--- src/rtl/list_reader.sv ---
// Triangle list store/replayer: writes captured in Idle, replayed on draw_start; tri_valid 2 cycles after draw_start.
// One triangle per 2 cycles; tri_out held stable in Present until tri_ready, writes outside Idle are dropped.
module list_reader #(
    parameter int WI = 8,
    parameter int WF = 8,
    parameter int AW = 4
) (
    input  logic                          Clk,
    input  logic                          Reset,
    input  logic                          list_w,
    input  logic [2:0][2:0][WI+WF-1:0]    orig_triangle_in,
    input  logic                          load_done,
    input  logic                          clear,
    input  logic                          draw_start,
    input  logic                          tri_ready,
    output logic                          tri_valid,
    output logic [2:0][2:0][WI+WF-1:0]    tri_out,
    output logic                          draw_done,
    output logic                          busy,
    output logic                          list_loaded,
    output logic [AW:0]                   tri_count,
    output logic                          overflow
);
    localparam int W     = WI + WF;
    localparam int DEPTH = 2 ** AW;

    localparam logic [1:0] ST_IDLE    = 2'd0;
    localparam logic [1:0] ST_FETCH   = 2'd1;
    localparam logic [1:0] ST_PRESENT = 2'd2;
    localparam logic [1:0] ST_DONE    = 2'd3;

    localparam logic [AW:0]   CNT_FULL = {1'b1, {AW{1'b0}}};
    localparam logic [AW:0]   CNT_ONE  = {{AW{1'b0}}, 1'b1};
    localparam logic [AW-1:0] PTR_ONE  = {{(AW-1){1'b0}}, 1'b1};

    logic [1:0]              state_q, state_d;
    logic [AW:0]             count_q, count_d;
    logic [AW-1:0]           rd_ptr_q, rd_ptr_d;
    logic                    overflow_q, overflow_d;
    logic                    loaded_q, loaded_d;
    logic                    wr_en;
    logic [2:0][2:0][W-1:0]  tri_out_q;
    logic [2:0][2:0][W-1:0]  mem_q [DEPTH];

    always_comb begin
        state_d    = state_q;
        count_d    = count_q;
        rd_ptr_d   = rd_ptr_q;
        overflow_d = overflow_q;
        loaded_d   = loaded_q;
        wr_en      = 1'b0;

        // clear beats a same-cycle write, and the discarded write is not an overflow
        if (state_q == ST_IDLE && clear) begin
            count_d    = '0;
            loaded_d   = 1'b0;
            overflow_d = 1'b0;
        end else if (list_w) begin
            if (state_q == ST_IDLE && count_q != CNT_FULL) begin
                wr_en   = 1'b1;
                count_d = count_q + CNT_ONE;
            end else begin
                overflow_d = 1'b1;
            end
        end

        if (load_done) begin
            loaded_d = 1'b1;
        end

        case (state_q)
            ST_IDLE: begin
                // post-write count so a write landing with draw_start is replayed
                if (draw_start && loaded_q) begin
                    if (count_d != '0) begin
                        rd_ptr_d = '0;
                        state_d  = ST_FETCH;
                    end else begin
                        state_d = ST_DONE;
                    end
                end
            end
            ST_FETCH: begin
                state_d = ST_PRESENT;
            end
            ST_PRESENT: begin
                if (tri_ready) begin
                    if ({1'b0, rd_ptr_q} == count_q - CNT_ONE) begin
                        state_d = ST_DONE;
                    end else begin
                        rd_ptr_d = rd_ptr_q + PTR_ONE;
                        state_d  = ST_FETCH;
                    end
                end
            end
            default: begin
                state_d = ST_IDLE;
            end
        endcase
    end

    always_ff @(posedge Clk) begin
        if (Reset) begin
            state_q    <= ST_IDLE;
            count_q    <= '0;
            rd_ptr_q   <= '0;
            overflow_q <= 1'b0;
            loaded_q   <= 1'b0;
            tri_out_q  <= '0;
        end else begin
            state_q    <= state_d;
            count_q    <= count_d;
            rd_ptr_q   <= rd_ptr_d;
            overflow_q <= overflow_d;
            loaded_q   <= loaded_d;
            if (state_q == ST_FETCH) begin
                tri_out_q <= mem_q[rd_ptr_q];
            end
        end
    end

    // Storage carries no reset; a cleared count makes old entries unreachable.
    always_ff @(posedge Clk) begin
        if (wr_en) begin
            mem_q[count_q[AW-1:0]] <= orig_triangle_in;
        end
    end

    assign tri_valid   = (state_q == ST_PRESENT);
    assign draw_done   = (state_q == ST_DONE);
    assign busy        = (state_q != ST_IDLE);
    assign tri_out     = tri_out_q;
    assign list_loaded = loaded_q;
    assign tri_count   = count_q;
    assign overflow    = overflow_q;

endmodule

--- config.mk ---
export PLATFORM = sky130hd
export DESIGN_NAME = list_reader
export DESIGN_NICKNAME = d
export VERILOG_FILES = /design/src/rtl/list_reader.sv
export SDC_FILE = /design/constraint.sdc
export NUM_CORES = 2
export LEC_CHECK = 0
export CAP_MARGIN = 15
export CORE_MARGIN = 3
export CORE_UTILIZATION = 50
export CTS_BUF_LIST = sky130_fd_sc_hd__clkbuf_4
export DETAILED_ROUTE_END_ITERATION = 8
export GPL_ROUTABILITY_DRIVEN = 0
export PLACE_DENSITY = 0.68
export SLEW_MARGIN = 20
export SYNTH_ARGS = -nofsm -noshare
export SYNTH_HDL_FRONTEND = slang
export SYNTH_SLANG_ARGS = --single-unit
--- constraint.sdc ---
create_clock -name Clk -period 38.8 [get_ports Clk]
set_input_delay 3.88 -clock Clk [delete_from_list [all_inputs] [get_ports Clk]]
set_output_delay 3.88 -clock Clk [all_outputs]
set_load 0.03 [all_outputs]
---- Yosys cells after proc, flatten, opt, wreduce, memory -nomap -nowiden ----
Memories as Yosys holds them, arrays and structs flattened. A register that Yosys moved wholly into a read port is not among the register bits.
Index checks and enable logic that the tools add are counted.
word-level totals
  RAM bits ................................ 2,304
  bits in registers ....................... 13
  input bits .............................. 151
  memories ................................ 1
memory list
  name   words  width  read ports  clocked after Yosys merged registers in  write ports  line  RTL
  mem_q  16     144    1           1                                        1            43    logic [2:0][2:0][W-1:0] mem_q [DEPTH];
cells by class
  reduce and logical (&&, ||, !) cells .... 12
  mux-type cells .......................... 20
  add/sub/neg operators ................... 3
  equality and inequality tests ........... 9
  bitwise operators ....................... 1
operators by type and width
  operator                                                               number
  4-bit 2-to-1 mux                                                       4
  5-bit 2-to-1 mux                                                       3
  2-bit 2-to-1 mux                                                       4
  4-bit case mux with 2 select lines                                     1
  1-bit 2-to-1 mux                                                       7
  2-bit case mux with 3 select lines                                     1
  2-bit nonzero test                                                     3
  5-bit by 1-bit adder with 5-bit output, second input constant          1
  4-bit by 5-bit equality test with 1-bit output                         1
  5-bit != test, second input constant                                   1
  5-bit AND reduction                                                    1
  5-bit nonzero test                                                     1
  5-bit by 1-bit subtractor with 5-bit output, second input constant     1
  4-bit by 1-bit adder with 4-bit output, second input constant          1
  2-bit equality test, second input constant                             2
  2-bit by 1-bit != test with 1-bit output, second input constant        2
  2-bit != test, second input constant                                   2
  2-bit AND reduction                                                    2
  1-bit logical AND                                                      3
  2-bit by 1-bit equality test with 1-bit output, second input constant  1
  2-bit logical NOT                                                      1
  2-bit OR reduction                                                     1
  1-bit NOT                                                              1

---- Longest topological paths before layout ----
  word-level depth ........................ 9
  mapped depth ............................ 8

---- Worst setup path after synthesis ----
Ideal clock, no wire load.
  kind .................................... input port to flip-flop
  from .................................... in list_w
  to ...................................... mem mem_q[3][0] (netlist bit), enable pin
  setup slack ............................. 23,467 ps
  stages on the path ...................... 5
  arrival ................................. 14,509 ps
  cell sequence ........................... nor3b_2 -> and2_1 -> nor2b_1 -> nand2_1 -> nor3_1
between the ends
  cells in the longest elaborated chain, start to end .. 4
ends and longest elaborated chain
  what                                    line  RTL
  from (decl)                             10    input logic list_w,
  1-bit 2-to-1 mux                        58    end else if (list_w) begin
  1-bit 2-to-1 mux                        54    if (state_q == ST_IDLE && clear) begin
  1-bit 2-to-1 mux                        124   if (wr_en) begin
  1-bit 2-to-1 mux (not written as such)  125   mem_q[count_q[AW-1:0]] <= orig_triangle_in;
  to (decl)                               43
Every way passes these cells.

---- Worst setup path in the final report ----
  from .................................... in list_w
  to ...................................... mem mem_q[10][58] (netlist bit), enable pin
The elaborated chain is that of the path after synthesis.

==> impl_metrics.toml <==
[hold_path]
whs_endpoint = "tri_out[52]"
hp-class = "reg -> reg"
whs_path_depth = 1
worstHoldStart = "tri_out[52]"

[clocking]
cts_buffers = 624
cts_buffer_depth = 4
htree_levels = 6
post_cts_resized = 0
clock_tree.root_cell = "clkbuf_4"
cts_tree = "yes"
worstSkewPairLatency_ns = 1.36
path_clk_slew_ns = 0.06
post_cts_buffers = 0
cts_sinks = 2461
postCtsHoldBufs = 0

[timing]
finalWorstPathRequiredPeriod_ns = 7.929
maxSlewHeadroom_pct = 26.81
fin_crit_sh_pct = 20.44
fmax_ghz = 0.1261
worst_pin_slew_ns = 1.098
setup_viol = 0
drv_slew = 0
grt_setup_unrepaired = "no"
clock_skew_ns = 0.08605
tns_ns = 0
holdWs_ns = 0.4734
hold_viol = 0

[critical_path]
cp-end-kind = "flop"
ff2ff_path_depth = 10
worstReg2RegStart = "tri_count[0]"
cp_max_fo = 50
worstPathRequired_ns = 39.72
r2r_end = "mem_q[10][58]"
arrival_ns = 8.85
ff2ff_setup_slack_ns = 33.23
worst-setup-path-type = "in -> reg"
startpoint_type = "primary input"

[route]
via_count = 42480
drt_wl_total_um = 203500
drt_iter0_drc = 3852
drtAntennaViolNets = 0
vias_per_cell = 5.840
route.detailed.drc = 0
wire_per_inst_um = 27.98
firstDrtPassIters = 5

[pwr]
p_sw_share_pct = 21.02
p_clk_share_pct = 40.8
power_density_mw_per_mm2 = 49.60
intPower_uw = 4118
ir_drop_mv = 0.03198
cellLeakagePower_uw = 0.03254
p_seq_share_pct = 56.2
p_switching_uw = 1096
power_frac_comb_pct = 2.9

[placed_design]
port_buffers = 304
dp_hpwl_um = 106900
placedCellCount = 6193

[synth]
yosysUniqueCellTypes = 45
synthCells = 3640
async_reset_ff_share_pct = 0
synthFlopType = "edfxtp_1"
synth_area_leaders = "edfxtp_1 (76%), mux4_2 (18%), dfxtp_1 (3.4%)"
ys_warn_count = 0
synth-seq-cells = 2461
synth_nets = 3797
synth_area_sq_mm = 0.09150
synth_edf_count = 2304
yosysTopAreaCell = "edfxtp_1"
seq_area_frac_synth_pct = 79.05
syn_avg_cell_area_sq_um = 25.14
synth_top_area_share_pct = 75.61

[floorplan]
pin_count = 305
die_h_um = 433.8
num_rows = 156
initial_core_util_pct = 50.46
core-area_sq_mm = 0.1813
die_area_sq_mm = 0.1882
die_w_um = 433.8

[status]
status = "finished, final reports clean"

[job]
maxCapViolations = 0

[global_route]
grt_antenna_before_repair = 47
gr-usage-all-layers_pct = 22.06
grt_overflow_total = 0
grt_pass1_wl_um = 300900
grt_max_degree = 116
grt_pass1_vias = 45200

[layout]
fillers = 13050
final_cells = 7274
layout-drive-gt1-share_pct = 36.61
synthToLayoutAreaGrowth_pct = 14.89
final_net_count = 4607
cells by family after synthesis:
logic type               count (synthesis)  share of synthesized area, %
AO/OA/AOI/OAI                          167                         1.559
XOR/XNOR                                10                        0.1107
adder cells (fa/ha/maj)                  6                       0.08204
buffers and inverters                  207                         1.102
flip-flops                            2461                         79.05
multiplexers                           720                         17.72
AND/OR/NAND/NOR                         69                        0.3801
cell usage in the layout, fill, tap and decap left out, drive strengths merged, types with 2 or more instances in the layout:
cell,instances
a211o,3
a21oi,7
a22o,144
and2,2
buf,81
bufinv,9
clkbuf,916
clkdlybuf4s50,304
clkinv,110
clkinvlp,4
dfxtp,157
diode,26
edfxtp,2304
ha,6
inv,21
mux4,720
nand2,14
nand2b,4
nand4,2
nand4bb,2
nor2,24
nor2b,3
nor3,8
nor3b,3
o21ai,3
or4,2
xnor2,5
xor2,4
synth_stat cells, drive strengths merged, types with 2 or more instances:
library cell,n
clkbuf,107
nor3,8
nand2,14
mux4,720
dfxtp,157
and2,2
ha,6
nor3b,3
nor2b,3
o21ai,3
inv,6
nand2b,4
nor2,24
nand4,2
xor2,4
a211o,3
a22o,144
edfxtp,2304
or4,2
buf,94
a21oi,7
xnor2,5
nand4bb,2
worst max-delay path by stage:
stage / startpoint / endpoint / slack, ns
floorplan: list_w / mem_q[3][0] / 23.47
global placement: list_w / mem_q[10][54] / 29.66
detailed placement: list_w / mem_q[10][58] / 29.61
CTS: list_w / mem_q[10][58] / 31.11
global route: list_w / mem_q[10][58] / 30.78
finish: list_w / mem_q[10][58] / 30.87
flip-flops by register name, summed over array words and instances, names as in the netlist:
name / cells
state_q: 2
rd_ptr_q: 4
tri_count: 5
tri_out: 144
list_loaded: 1
overflow: 1
mem_q: 2304
worst max-delay path: stages:
cell,delay [ns]
clkdlybuf4s50_1,0.51
nor3b_2,0.41
and2_1,0.29
nor2b_1,0.38
nand2_1,0.30
nor2_4,0.48
buf_4,0.68
buf_4,0.90
buf_4,0.86
power by group through the flow:
stage | Clock (uW) | Combinational [uW] | Sequential [uW]
after CTS | 2200 | 156 | 2930
final | 2130 | 153 | 2930
after global placement | 0 | 153 | 2990
after global routing | 2340 | 164 | 2930
after floorplan | 0 | 57.2 | 3000
after detailed placement | 0 | 156 | 2990
per-stage QoR:
stage	power (uW)	instance area, sq um	worst slack, ns	util, %
floorplan	3061	91500	23.47	-
global placement	3141	97360	29.66	53.69
detailed placement	3145	97360	29.61	53.69
CTS	5283	105000	31.11	57.92
global route	5439	105100	30.78	57.97
finish	5214	105100	30.87	57.98
per-layer routing:
metal  vias up  track usage, %  wire length (um)
li1      17930               -                 -
met4        10           8.494              6234
met2      1653           36.53            105500
met1     22530           28.75             78810
met5         -               0                61
met3       362           4.961             12920
final cells by class:
class	instances	area (sq um)	share of cell area [%]
multi-input cells	972	18290	17.40
inverters	6	22.52	0.02142
clock inverters	138	802.0	0.7629
diodes	26	65.06	0.06189
flip-flops and latches	2461	72340	68.81
well taps	2370	2965	2.821
clock buffers	916	6877	6.541
repair buffers	385	3762	3.579
Power figures use the tool's default switching activity.
